<file path="src/rtl/bytecode_fetch.sv">
// Bytecode prefetch and issue stage: fills a small byte FIFO from program memory,
// assembles opcode+operand words and hands them to the decoder via start/ready.
module bytecode_fetch #(
  parameter int BYTE   = 8,
  parameter int ADDR_W = 16,
  parameter int DEPTH  = 4
) (
  input  logic                clk,
  input  logic                reset,
  input  logic                enable,
  input  logic                pc_load,
  input  logic [ADDR_W-1:0]   pc_load_value,
  output logic                mem_rd_en,
  output logic [ADDR_W-1:0]   mem_addr,
  input  logic [BYTE-1:0]     mem_rdata,
  input  logic                dec_ready,
  output logic                dec_start,
  output logic [2*BYTE-1:0]   instruction_out,
  output logic [ADDR_W-1:0]   pc_out,
  output logic [2:0]          fifo_level,
  output logic                busy
);

  localparam int PTR_W = (DEPTH > 1) ? $clog2(DEPTH) : 1;
  localparam int LVL_W = $clog2(DEPTH + 1);
  localparam logic [LVL_W:0] DEPTH_C = (LVL_W+1)'(DEPTH);

  typedef enum logic [2:0] {IDLE, CHECK, ISSUE, WAIT_BUSY, WAIT_DONE} state_t;

  // Opcodes that carry a one-byte immediate/index operand.
  function automatic logic two_byte(input logic [BYTE-1:0] op);
    logic [7:0] o;
    o = op[7:0];
    return (o == 8'h10) || (o == 8'h12) ||
           (o >= 8'h15 && o <= 8'h19) ||
           (o >= 8'h36 && o <= 8'h3A) ||
           (o == 8'hBC);
  endfunction

  logic [BYTE-1:0]     fifo_q [DEPTH];
  logic [PTR_W-1:0]    rd_ptr_q, rd_ptr_d, wr_ptr_q, wr_ptr_d, rd_ptr_nx;
  logic [LVL_W-1:0]    level_q, level_d, pop_n;
  logic                inflight_q, inflight_d;
  logic [ADDR_W-1:0]   fetch_pc_q, fetch_pc_d;
  logic [ADDR_W-1:0]   issue_pc_q, issue_pc_d;
  logic [ADDR_W-1:0]   pc_out_q, pc_out_d;
  logic [2*BYTE-1:0]   instr_q, instr_d;
  logic                dec_start_q, dec_start_d;
  state_t              state_q, state_d;

  logic                rd_go, push, pop, head_two, can_issue;
  logic [BYTE-1:0]     head, next_byte;

  // Occupancy counts the outstanding read so the FIFO can never overflow.
  assign rd_go = reset && enable && !pc_load &&
                 ((LVL_W+1)'(level_q) + (LVL_W+1)'(inflight_q) < DEPTH_C);
  // A jump drops the byte returning this cycle; it belongs to the old stream.
  assign push      = inflight_q && !pc_load;
  assign rd_ptr_nx = rd_ptr_q + PTR_W'(1);
  assign head      = fifo_q[rd_ptr_q];
  assign next_byte = fifo_q[rd_ptr_nx];
  assign head_two  = two_byte(head);
  assign can_issue = (level_q >= LVL_W'(1)) &&
                     (!head_two || level_q >= LVL_W'(2)) && dec_ready;

  always_comb begin
    state_d     = state_q;
    dec_start_d = 1'b0;
    instr_d     = instr_q;
    pc_out_d    = pc_out_q;
    issue_pc_d  = issue_pc_q;
    pop         = 1'b0;
    case (state_q)
      IDLE:      if (enable) state_d = CHECK;
      CHECK: begin
        if (!enable) begin
          state_d = IDLE;
        end else if (!pc_load && can_issue) begin
          state_d     = ISSUE;
          dec_start_d = 1'b1;
          instr_d     = {head, head_two ? next_byte : {BYTE{1'b0}}};
          pc_out_d    = issue_pc_q;
          pop         = 1'b1;
          issue_pc_d  = issue_pc_q + (head_two ? ADDR_W'(2) : ADDR_W'(1));
        end
      end
      ISSUE:     state_d = WAIT_BUSY;
      WAIT_BUSY: if (!dec_ready) state_d = WAIT_DONE;
      WAIT_DONE: if (dec_ready) state_d = CHECK;
      default:   state_d = IDLE;
    endcase
    if (pc_load) issue_pc_d = pc_load_value;
  end

  always_comb begin
    pop_n      = pop ? (head_two ? LVL_W'(2) : LVL_W'(1)) : '0;
    inflight_d = rd_go;
    fetch_pc_d = fetch_pc_q;
    if (pc_load)    fetch_pc_d = pc_load_value;
    else if (rd_go) fetch_pc_d = fetch_pc_q + ADDR_W'(1);
    wr_ptr_d = push ? wr_ptr_q + PTR_W'(1) : wr_ptr_q;
    rd_ptr_d = rd_ptr_q + PTR_W'(pop_n);
    level_d  = level_q + LVL_W'(push) - pop_n;
    if (pc_load) begin
      wr_ptr_d = '0;
      rd_ptr_d = '0;
      level_d  = '0;
    end
  end

  always_ff @(posedge clk) begin
    if (reset && push) fifo_q[wr_ptr_q] <= mem_rdata;
  end

  always_ff @(posedge clk) begin
    if (!reset) begin
      state_q     <= IDLE;
      rd_ptr_q    <= '0;
      wr_ptr_q    <= '0;
      level_q     <= '0;
      inflight_q  <= 1'b0;
      fetch_pc_q  <= '0;
      issue_pc_q  <= '0;
      pc_out_q    <= '0;
      instr_q     <= '0;
      dec_start_q <= 1'b0;
    end else begin
      state_q     <= state_d;
      rd_ptr_q    <= rd_ptr_d;
      wr_ptr_q    <= wr_ptr_d;
      level_q     <= level_d;
      inflight_q  <= inflight_d;
      fetch_pc_q  <= fetch_pc_d;
      issue_pc_q  <= issue_pc_d;
      pc_out_q    <= pc_out_d;
      instr_q     <= instr_d;
      dec_start_q <= dec_start_d;
    end
  end

  assign mem_rd_en       = rd_go;
  assign mem_addr        = rd_go ? fetch_pc_q : '0;
  assign dec_start       = dec_start_q;
  assign instruction_out = instr_q;
  assign pc_out          = pc_out_q;
  assign fifo_level      = 3'(level_q);
  assign busy            = (state_q != IDLE);

endmodule

</file>
<file path="config.mk">
export PLATFORM = sky130hd
export DESIGN_NAME = bytecode_fetch
export DESIGN_NICKNAME = d
export VERILOG_FILES = /design/src/rtl/bytecode_fetch.sv
export SDC_FILE = /design/constraint.sdc
export NUM_CORES = 1
export LEC_CHECK = 0
export ABC_CLOCK_PERIOD_IN_PS = 3750
export CAP_MARGIN = 20
export CELL_PAD_IN_SITES_DETAIL_PLACEMENT = 1
export CELL_PAD_IN_SITES_GLOBAL_PLACEMENT = 1
export CORE_MARGIN = 4
export CORE_UTILIZATION = 37
export CTS_CLUSTER_SIZE = 8
export DETAILED_ROUTE_END_ITERATION = 10
export HOLD_SLACK_MARGIN = 0.02
export PLACE_DENSITY = 0.76
export SLEW_MARGIN = 20
export SYNTH_ARGS = -nofsm -noshare
export SYNTH_HDL_FRONTEND = slang
export SYNTH_SLANG_ARGS = --single-unit
</file>
<file path="constraint.sdc">
create_clock -name clk -period 3.75 [get_ports clk]
set_input_delay 0.75 -clock clk [delete_from_list [all_inputs] [get_ports clk]]
set_output_delay 0.75 -clock clk [all_outputs]
set_load 0.05 [all_outputs]
</file>
# After elaboration in Yosys (flattened, before gate mapping)
# Memories as Yosys holds them, arrays and structs flattened. A register that Yosys moved wholly into a read port is not among the register bits.
# Cells that the tools add are included.
dict set report op_classes {
  addsub 8
  n_lt_le_gt_ge 7
  n_eq_ne 11
  mux 23
  n_bitwise 1
  n_reduce_logical 27
}
# op count
set op_table {}
lappend op_table {{16-bit two-way mux} 7}
lappend op_table {{16-bit by 1-bit adder with 16-bit output (second input constant)} 1}
lappend op_table {{16-bit by 2-bit adder with 16-bit output} 1}
lappend op_table {{8-bit by 5-bit equality test with 1-bit output (second input constant)} 2}
lappend op_table {{3-bit two-way mux} 5}
lappend op_table {{3-bit case mux with 5 select lines} 1}
lappend op_table {{1-bit logical AND} 10}
lappend op_table {{8-bit equality test (second input constant)} 1}
lappend op_table {{8-bit by 5-bit >= comparator with 1-bit output (second input constant)} 1}
lappend op_table {{8-bit by 6-bit >= comparator with 1-bit output (second input constant)} 1}
lappend op_table {{8-bit by 5-bit <= comparator with 1-bit output (second input constant)} 1}
lappend op_table {{8-bit by 6-bit <= comparator with 1-bit output (second input constant)} 1}
lappend op_table {{2-bit two-way mux} 4}
lappend op_table {{8-bit two-way mux} 1}
lappend op_table {{2-bit nonzero test} 4}
lappend op_table {{3-bit by 2-bit equality test with 1-bit output (second input constant)} 2}
lappend op_table {{2-bit != test (second input constant)} 3}
lappend op_table {{3-bit AND reduction} 2}
lappend op_table {{1-bit logical OR} 5}
lappend op_table {{1-bit two-way mux} 5}
lappend op_table {{2-bit by 1-bit adder with 2-bit output (second input constant)} 2}
lappend op_table {{3-bit by 1-bit adder with 4-bit output} 1}
lappend op_table {{4-bit by 3-bit less-than comparator with 1-bit output (second input constant)} 1}
lappend op_table {{4-bit AND reduction} 1}
lappend op_table {{13 further kinds} 14}
dict set report totals {
  regBits 76
  ramBits 32
  mem_count 1
}
# name words width read_ports rd_ports_with_merged_regs wr line
set memory_table {}
lappend memory_table {fifo_q 4 8 2 1 1 40} ;# logic [BYTE-1:0] fifo_q [DEPTH];

# Longest topological paths before layout
# Gate-level depths: netlist of run 1.
dict set report logic_depth {
  depth_word 16
  ltp_mapped 16
}

# Worst setup path after synthesis of run 1
# No wires, ideal clock.
dict set report synth_timing {
  path_type {input to output}
  from {in pc_load}
  to {out mem_addr[10]}
  arrival_ps 3030
  required_ps 3000
  path_slack_ps -30
  cell_stages 7
  n_path_buf 3
  cell_sequence {clkbuf_1 > nor2b_1 > nand4b_1 > inv_1 > clkbuf_1 > clkbuf_1 > and2_1}
}
dict set report synth_between {
  elab_chain_cells 4
}
# element line
set synth_lines {}
lappend synth_lines {{from (decl)} 11} ;# input logic pc_load,
lappend synth_lines {{1-bit logical NOT} 55} ;# assign rd_go = reset && enable && !pc_load &&
lappend synth_lines {{1-bit logical AND (2 in series)} 55}
lappend synth_lines {{net mem_rd_en} 13} ;# output logic mem_rd_en,
lappend synth_lines {{16-bit two-way mux} 142} ;# assign mem_addr = rd_go ? fetch_pc_q : '0;
lappend synth_lines {{to (decl)} 14} ;# output logic [ADDR_W-1:0] mem_addr,
# The timed path passes the listed nets, and every way through them passes these cells.

==> results of run 1 <==
-- critical path: stages, from the launching register on --
cell	delay, ps
dfxtp_1	370
buf_12	190
mux4_2	560
and3b_1	210
a21oi_1	200
nand3b_1	150
nand3_2	150
clkinv_1	110
nor4_2	250
buf_4	170
nand2b_1	100
ha_1	140
inv_1	50
fa_1	380
xor2_1	180
xnor2_1	140
nor2_1	50
-- synthesized netlist by cell type, types with 3 or more instances --
library cell / instances / area (µm²)
o22ai_1: 8 / 50.05
and3_1: 9 / 56.30
nor4_1: 5 / 31.28
nand2b_1: 5 / 31.28
clkbuf_1: 30 / 112.6
o21ai_0: 57 / 285.3
nand4_1: 4 / 25.02
nor2_1: 23 / 86.33
ha_1: 9 / 112.6
nand3_1: 14 / 70.07
a21boi_0: 29 / 217.7
or3_1: 4 / 25.02
or4_1: 9 / 67.56
a222oi_1: 4 / 40.04
a21oi_1: 24 / 120.1
dfxtp_1: 76 / 1521
edfxtp_1: 32 / 960.9
nor2b_1: 10 / 62.56
nand2_1: 63 / 236.5
xnor2_1: 8 / 70.07
nor4b_1: 3 / 26.28
and2_1: 16 / 100.1
nor3_1: 9 / 45.04
inv_1: 16 / 60.06
mux4_2: 16 / 360.4
o31ai_1: 8 / 60.06
a31oi_1: 15 / 93.84
buf_6: 3 / 33.78
-- kinds of logic after synthesis --
| logic type | after synthesis |
|---|---|
| compound gates | 157 |
| flops | 108 |
| mux | 18 |
| fa+ha+maj | 11 |
| buf+inv | 55 |
| xor+xnor | 10 |
| simple gates | 185 |
-- area by class of cell --
cell class,instances,area [µm²]
inverter,18,67.56
clock buffer,9,225.2
multi-input combinational,381,2569
sequential,108,2482
tap,180,225.2
timing repair buffer,106,1179
clock inverter,7,91.34
fill,1558,7042
-- sequential cells by signal (all words and copies together) (netlist names) --
register	cells
state_q	3
dec_start	1
fifo_q	32
pc_out	16
inflight_q	1
wr_ptr_q	2
rd_ptr_q	2
issue_pc_q	16
fetch_pc_q	16
instruction_out	16
fifo_level	3
-- worst min path at each step --
stage                                      end  slack (ps)  cells after the start
2_1_floorplan          pc_out[15]$_SDFFE_PN0P_         450                      2
6_report       instruction_out[2]$_SDFFE_PN0P_         470                      2
3_5_place_dp   instruction_out[2]$_SDFFE_PN0P_         460                      2
3_3_place_gp   instruction_out[3]$_SDFFE_PN0P_         460                      2
4_1_cts        instruction_out[2]$_SDFFE_PN0P_         480                      2
5_1_grt        instruction_out[2]$_SDFFE_PN0P_         510                      2
-- cells in the final DEF, fill, tap and decap left out, types with 9 or more instances in the layout --
cell	count
edfxtp_1	32
buf_12	18
nor2b_1	10
o21ai_0	57
mux4_2	16
a21oi_1	23
a21boi_0	29
and3_1	9
dfxtp_1	76
and2_1	16
ha_1	9
clkbuf_16	9
clkdlybuf4s50_1	64
buf_4	23
inv_1	16
nand2_1	63
or4_1	9
nand3_1	13
nor2_1	23
a31oi_1	15
-- layer usage --
metal | wire (µm) | share of wire (%) | vias up
met5 | 0 | 0 | -
met4 | 252 | 1.6 | 0
met3 | 579 | 3.7 | 18
met2 | 8455 | 55 | 85
met1 | 6194 | 40 | 2280
li1 | - | - | 2154
-- stage by stage --
| stage | power (mW) | hold WS (ps) | utilization, % | instance area, µm² | std cells |
|---|---|---|---|---|---|
| 5_1_grt | 2.549 | 506.2 | 49.27 | 6839 | 809 |
| 4_1_cts | 2.466 | 477.8 | 49.05 | 6809 | 807 |
| 6_report | 2.444 | 474.4 | 49.27 | 6839 | 809 |
| 2_1_floorplan | 1.377 | 449.3 | - | 5264 | 544 |
| 3_5_place_dp | 1.474 | 463.4 | 46.77 | 6492 | 791 |
| 3_3_place_gp | 1.464 | 455.8 | 46.77 | 6492 | 791 |
-- power groups by stage --
stage	clock, mW	sequential (mW)	combinational, mW
3_5_place_dp	0	1.28	0.190
6_report	0.997	1.26	0.191
2_1_floorplan	0	1.27	0.104
4_1_cts	1.02	1.26	0.192
3_3_place_gp	0	1.28	0.183
5_1_grt	1.08	1.26	0.210
-- what timing repair did --
item,CTS,global route
setup buffers,0,2
setup endpoints to repair,0,2
resized for setup,0,3
==> impl_metrics.ini, run 1 <==
[outcome]
run_status = completed

[power]
power-per-cell-area_mw_per_mm2 = 357.4
power.net_switching_uw = 649.3
ir_worst_vdd_uv = 290.8
power.leakage_nw = 2.318
p_int_mw = 1.795
power.clock.fraction_pct = 40.8
power.share.sequential_pct = 51.4
combPwrFrac_pct = 7.8
power.switching_fraction_pct = 26.56

[route]
detail_route.wl_per_cell_um = 19.14
route.antenna.remaining_nets = 0
dr.first_iter.drc_count = 280
drt-total-wl_um = 15480
via_count = 4537
dr.pass1.iters = 4
drc_errors = 0
vias_per_cell = 5.608

[floorplan]
io_pins = 83
floorplan.initialDensity_pct = 37.91
die_span_y_um = 127.3
chip_width_um = 127.3
die_area_mm2 = 0.01620
std_cell_rows = 43
core-area_mm2 = 0.01388

[worst_setup_path]
worst_ep_arrival_time_ps = 3780
worst-r2r-cell-count = 16
cp-end-kind = flip-flop
endpoint_of_the_lowest_slack_register_to_register_path = fifo_level[2]$_SDFF_PP0_
timing.reg2reg.setup_slack_ps = 220
crit_path_max_fanout = 19
critPathLaunchType = flip-flop
timing.critical_path.from = rd_ptr_q[0]$_SDFF_PP0_
crit_required_ps = 4000
crit_type = reg2reg
crit_path_end = fifo_level[2]$_SDFF_PP0_
crit_reg_reg_startpoint = rd_ptr_q[0]$_SDFF_PP0_

[sta]
worst_slack_ps = 219.0
relSlewSlack_pct = 53.12
timing.final.crit_share_pct = 94.16
tightestPinTransition_ps = 703.2
finClkSkew_ps = 12.73
post-route-min-period_ps = 3531
report.final.setup_viol = 0
final_max_slew_viol_count = 0
setup-tns-final_ps = 0
max_clock_freq_mhz = 283.2
final-hold-violation-count = 0

[logic_synthesis]
synthDistinctLibCells = 53
postSynthNetCount = 584
synth_enable_flop_cells = 32
synthesis.area_mm2 = 0.005263
post_synth_xor_area_fraction_pct = 1.664
synth.yosys.seq_area_share_pct = 47.17
yosys.area_share.adder_pct = 2.901
synth-compound-area-share_pct = 18.31
synthArstFlopShare_pct = 0
synth.avg_cell_area_um2 = 9.674
yosys-mux-area-fraction_pct = 7.228
synth-seq-cells = 108
synth_top_family_by_area = simple AND/OR/NAND/NOR gates
yosysWarnings = 0
dominant_synthesized_flop_cell = dfxtp_1
post_synth_inst_count = 544
post_synth_and_or_nand_nor_area_fraction_pct = 18.33

[global_route]
number_of_global_route_vias_before_repair = 4875
grt_start_max_net_pins = 75
gr-usage-met2_pct = 36.48
grt_first_pass_wirelength_um = 25190
global_route.usage.met3_pct = 5.100
grt_antenna_before_repair = 0
grt.met1_usage_pct = 21.62
most_congested_layer_reported_by_global_routing = met2
total_routing_resource_utilization_after_global_routing_pct = 19.45
grt-ovfl-total = 0

[layout]
n_antenna_cell = 0
nets = 664
drive_above_1_share_pct = 13.04
flow.area_growth_from_synthesis_pct = 29.96

[placed_design]
globalplace.congestion = 0.8177
post-place-ws_ps = -55.38
io_buffer_count = 82
place_hpwl_um = 11010

[clock_tree]
tritoncts_clock_tree = yes
clockBufferDepth = 2
cts.root.buffer_cell = clkbuf_16
clock_sinks = 108
clock_latency_ps = 370
cts.clk_slew.worst_paths_ps = 90
number_of_hold_buffers_added_after_cts = 0
number_of_buffers_added_by_the_clock_tree_synthesis_step = 9
cts-htree-levels = 3

[min_path]
hold_path_class = reg2reg
holdCritStartpoint = instruction_out[2]$_SDFFE_PN0P_

[job]
drv_cap = 0
No activity file was read; power rests on OpenSTA's default activity.
==> run 2, diff against run 1 <==
- CORE_MARGIN: 4 -> 2
==> impl_metrics.ini, run 2 (synthesis gave the netlist of run 1 again) <==
[sta]
report.final.setup_viol = 0
finClkSkew_ps = 8.246
post-route-min-period_ps = 3526
final-hold-violation-count = 0
relSlewSlack_pct = 55.63
timing.final.crit_share_pct = 94.02
final_max_slew_viol_count = 0
setup-tns-final_ps = 0
hold_ws_ps = 476.2
worst_slack_ps = 224.1
unrepaired_setup_endpoints_after_global_routing = false
max_clock_freq_mhz = 283.6
tightestPinTransition_ps = 659.5

[route]
dr.first_iter.drc_count = 268
via_count = 4564
route.antenna.remaining_nets = 0
met1_length_um = 6188
dr.pass1.iters = 4
detail_route.wl_per_cell_um = 18.60
vias_per_cell = 5.593
met3_length_um = 560
drc_errors = 0
maxUsedRoutingLayer = met4
drt-total-wl_um = 15180
met2_length_um = 8117

[outcome]
run_status = completed

[layout]
biggest_register = fifo_q
drive_above_1_share_pct = 14.47
fillerInstances = 1568
commonest_cells_after_routing_fill_and_taps_aside = dfxtp_1 (75), clkdlybuf4s50_1 (64), nand2_1 (63), o21ai_0 (57), edfxtp_1 (32)
flip_flop_count_of_the_largest_register_all_copies_and_words_added = 32
n_antenna_cell = 0
final_area_mm2 = 0.006889
layout.cells.most_common = dfxtp_1
nets = 671
flow.area_growth_from_synthesis_pct = 30.91

[global_route]
grt-ovfl-total = 0
number_of_global_route_vias_before_repair = 4787
grt_first_pass_wirelength_um = 24470
grt_start_max_net_pins = 75
grt_antenna_before_repair = 0
total_routing_resource_utilization_after_global_routing_pct = 20.86

[floorplan]
io_pins = 83
core-area_mm2 = 0.01388
die_span_y_um = 123.3
floorplan.initialDensity_pct = 37.91
die_area_mm2 = 0.01519
chip_width_um = 123.3
std_cell_rows = 43

[worst_setup_path]
worst_path_cell_trace = buf_12 -> mux4_2 -> and3b_1 -> a21oi_2 -> nand3b_1 -> nand3_2 -> clkinv_1 -> nor4_2 -> buf_4 -> nand2b_1 -> ha_1 -> inv_1 -> fa_1 -> xor2_1 -> xnor2_1 -> nor2_1
worst_ep_arrival_time_ps = 3760
cpLargestDelayFamily = simple AND/OR/NAND/NOR gates
critical_path.n_buffers_inverters = 4
crit_required_ps = 3980
critical-path-slowest-cell = mux4_2
crit_type = reg2reg
critPathLaunchType = flip-flop
max_stage_delay_ps = 570
cp-end-kind = flip-flop
crit_path_max_fanout = 17

[power]
ir_worst_vdd_uv = 351.6
power.leakage_nw = 2.350
power-per-cell-area_mw_per_mm2 = 351.0

[clock_tree]
clockBufferDepth = 2
cts.root.buffer_cell = clkbuf_16
tritoncts_clock_tree = yes
number_of_buffers_added_by_the_clock_tree_synthesis_step = 9
cts-htree-levels = 3
clock_sinks = 108
cts.clk_slew.worst_paths_ps = 80
clock_latency_ps = 360

[placed_design]
place_hpwl_um = 10650
detailed_place.area_mm2 = 0.006485
post-place-ws_ps = -27.65
globalplace.congestion = 0.8657
io_buffer_count = 82

[job]
drv_cap = 0

[min_path]
hold_path_class = reg2reg
-- run 2: cell types whose count changed in the layout (fill, tap and decap cells not counted), sizes merged --
cell / before / now
buf: 42 / 49
clkinv: 5 / 4
clkinvlp: 0 / 1
-- run 2: through the flow --
step,instances,total power [mW],utilization [%]
final,816,2.418,49.63
after global routing,816,2.502,49.63
after CTS,806,2.443,48.94
after detailed placement,790,1.473,46.72
after global placement,790,1.464,46.72
after floorplan,544,1.377,-
-- run 2: path summary, 6_finish.rpt --
path,start,endpoint,slack [ps],cells after the start
worst max-delay path,rd_ptr_q[0]$_SDFF_PP0_,fifo_level[2]$_SDFF_PP0_,220,16
worst min-delay path,instruction_out[4]$_SDFFE_PN0P_,instruction_out[4]$_SDFFE_PN0P_,480,2
worst max register to register,rd_ptr_q[0]$_SDFF_PP0_,fifo_level[2]$_SDFF_PP0_,220,16
worst min register to register,instruction_out[4]$_SDFFE_PN0P_,instruction_out[4]$_SDFFE_PN0P_,480,2
-- run 2: final cells by class --
type	instances	area (µm²)	area share [%]
flip-flops and latches	108	2484	36.05
inverters	18	67.56	0.9807
multi-input cells	381	2579	37.43
clock inverters	7	77.57	1.126
well taps	180	225.2	3.269
clock buffers	9	225.2	3.269
repair buffers	113	1231	17.87
-- run 2: where the power goes --
| part | internal [mW] | switching [mW] | total (mW) |
|---|---|---|---|
| clock | 0.477 | 0.494 | 0.971 |
| combinational | 0.0855 | 0.105 | 0.191 |
| sequential | 1.22 | 0.0320 | 1.26 |
| total | 1.79 | 0.631 | 2.42 |
-- run 2: worst register-to-register path: cells and delay by family (launching register included) --
family / cells / cell delay [ps]
AO/OA/AOI/OAI: 1 / 180
XOR/XNOR: 2 / 320
adder cells (fa/ha/maj): 2 / 520
buffers and inverters: 4 / 490
flip-flops: 1 / 370
multiplexers: 1 / 580
AND/OR/NAND/NOR: 6 / 950
-- run 2: routing by layer --
layer  track usage (%)  up-vias
met4             6.818        0
li1                  -     2166
met2             38.02      104
met1             23.98     2271
met5                 0        -
met3             4.797       23
-- run 2: timing repair --
item / CTS / global route
setup endpoints to repair: 1 / 7
buffers inserted: 0 / 10
hold buffers: 0 / 0
gates resized for setup: 2 / 4
==> run 3, diff against run 2 <==
- PLACE_DENSITY: 0.76 -> 0.71
==> impl_metrics.ini, run 3 (synthesis gave the netlist of run 1 again) <==
[placed_design]
globalplace.congestion = 0.8453
place_hpwl_um = 10840
io_buffer_count = 82
detailed_place.area_mm2 = 0.006470
count_of_placed_standard_cells_including_taps = 788

[sta]
final-hold-violation-count = 0
finClkSkew_ps = 5.989
max_clock_freq_mhz = 281.0
final_max_slew_viol_count = 0
post-route-min-period_ps = 3559
report.final.setup_viol = 0
relSlewSlack_pct = 51.62
tightestPinTransition_ps = 716.6
setup-tns-final_ps = 0
timing.final.crit_share_pct = 94.90

[layout]
finalNonFillerCells = 804
biggest_register = fifo_q
n_antenna_cell = 0
flip_flop_count_of_the_largest_register_all_copies_and_words_added = 32
regArea_mm2 = 0.002484
final_area_mm2 = 0.006766
drive_above_1_share_pct = 12.18
nets = 659
commonest_cells_after_routing_fill_and_taps_aside = dfxtp_1 (75), clkdlybuf4s50_1 (64), nand2_1 (63), o21ai_0 (57), edfxtp_1 (32)
flow.area_growth_from_synthesis_pct = 28.58
fillerInstances = 1564
layout.cells.most_common = dfxtp_1
multiInputGateArea_mm2 = 0.002565

[min_path]
holdCritStartpoint = pc_out[6]$_SDFFE_PN0P_
hold_path_class = reg2reg

[worst_setup_path]
worst_ep_arrival_time_ps = 3790
cp-end-kind = flip-flop
crit_type = reg2reg
crit_required_ps = 3980
crit_reg_reg_startpoint = rd_ptr_q[0]$_SDFF_PP0_
crit_path_max_fanout = 19
critPathLaunchType = flip-flop
timing.critical_path.from = rd_ptr_q[0]$_SDFF_PP0_

[floorplan]
io_pins = 83
std_cell_rows = 43
die_area_mm2 = 0.01519
chip_width_um = 123.3
core-area_mm2 = 0.01388
floorplan.initialDensity_pct = 37.91
die_span_y_um = 123.3

[route]
drc_errors = 0
via_count = 4461
vias_per_cell = 5.549
detail_route.wl_per_cell_um = 19.14
dr.first_iter.drc_count = 284
dr.pass1.iters = 5
route.antenna.remaining_nets = 0
drt-total-wl_um = 15390

[power]
power.leakage_nw = 2.275
ir_worst_vdd_uv = 342.3
power-per-cell-area_mw_per_mm2 = 351.9

[clock_tree]
cts.clk_slew.worst_paths_ps = 70
clockBufferDepth = 2
clock_latency_ps = 360
tritoncts_clock_tree = yes
number_of_hold_buffers_added_after_cts = 0
number_of_buffers_added_by_the_clock_tree_synthesis_step = 9
cts.root.buffer_cell = clkbuf_16
cts-htree-levels = 3
clock_sinks = 108

[global_route]
number_of_global_route_vias_before_repair = 4819
grt_start_max_net_pins = 75
grt_first_pass_wirelength_um = 24740
grt_antenna_before_repair = 0
grt-ovfl-total = 0
total_routing_resource_utilization_after_global_routing_pct = 21.34

[job]
drv_cap = 0

[outcome]
run_status = completed
run 3: metal layers:
metal  GRT usage [%]  up-vias  share of wire [%]
li1                -     2139                  -
met1           24.67     2200                 42
met2           38.36       94                 52
met3           5.120       28                3.7
met4           7.386        0                2.3
met5               0        -                  0
run 3: what timing repair did:
item / 4_1_cts / 5_1_grt
setup buffers: 0 / 0
gates resized for setup: 1 / 2
setup endpoints to repair: 1 / 11
run 3: worst paths after layout:
check,end,cells after the start,slack [ps]
setup reg to reg,fifo_level[2]$_SDFF_PP0_,15,190
hold reg to reg,pc_out[6]$_SDFFE_PN0P_,2,480
setup / recovery,fifo_level[2]$_SDFF_PP0_,15,190
hold / removal,pc_out[6]$_SDFFE_PN0P_,2,480
run 3: report_power, final:
part / switching, mW / internal [mW] / total, mW
Clock: 0.472 / 0.463 / 0.935
Combinational: 0.104 / 0.0851 / 0.189
Sequential: 0.0324 / 1.22 / 1.26
run 3: layout make-up:
class	instances	area share (%)
Clock buffer	9	3.328
Clock inverter	7	0.8691
Inverter	18	0.9985
Multi-Input combinational cell	381	37.91
Sequential cell	108	36.70
Tap cell	180	3.328
Timing Repair Buffer	101	16.86
run 3: worst max-delay path: stages, from the launching register on:
cell and delay (ps):
dfxtp_1 360, buf_12 190, mux4_2 590, and3b_1 220, a21oi_1 210, nand3b_1 140
nand3_2 140, clkinv_1 130, nor4_2 280, nand2b_1 160, ha_1 140, inv_1 50
fa_1 370, xor2_1 160, xnor2_1 180, nor2_1 90
run 3: through the flow:
stage / hold WS (ps) / worst slack [ps] / utilization [%] / total power [mW]
after floorplan: 449.3 / 234.2 / - / 1.377
after global placement: 458.6 / 158.1 / 46.61 / 1.466
after detailed placement: 469.7 / -59.38 / 46.61 / 1.475
after CTS: 480.6 / 70.64 / 48.67 / 2.404
after global routing: 499.9 / -26.39 / 48.75 / 2.474
final: 476.6 / 191.3 / 48.75 / 2.381
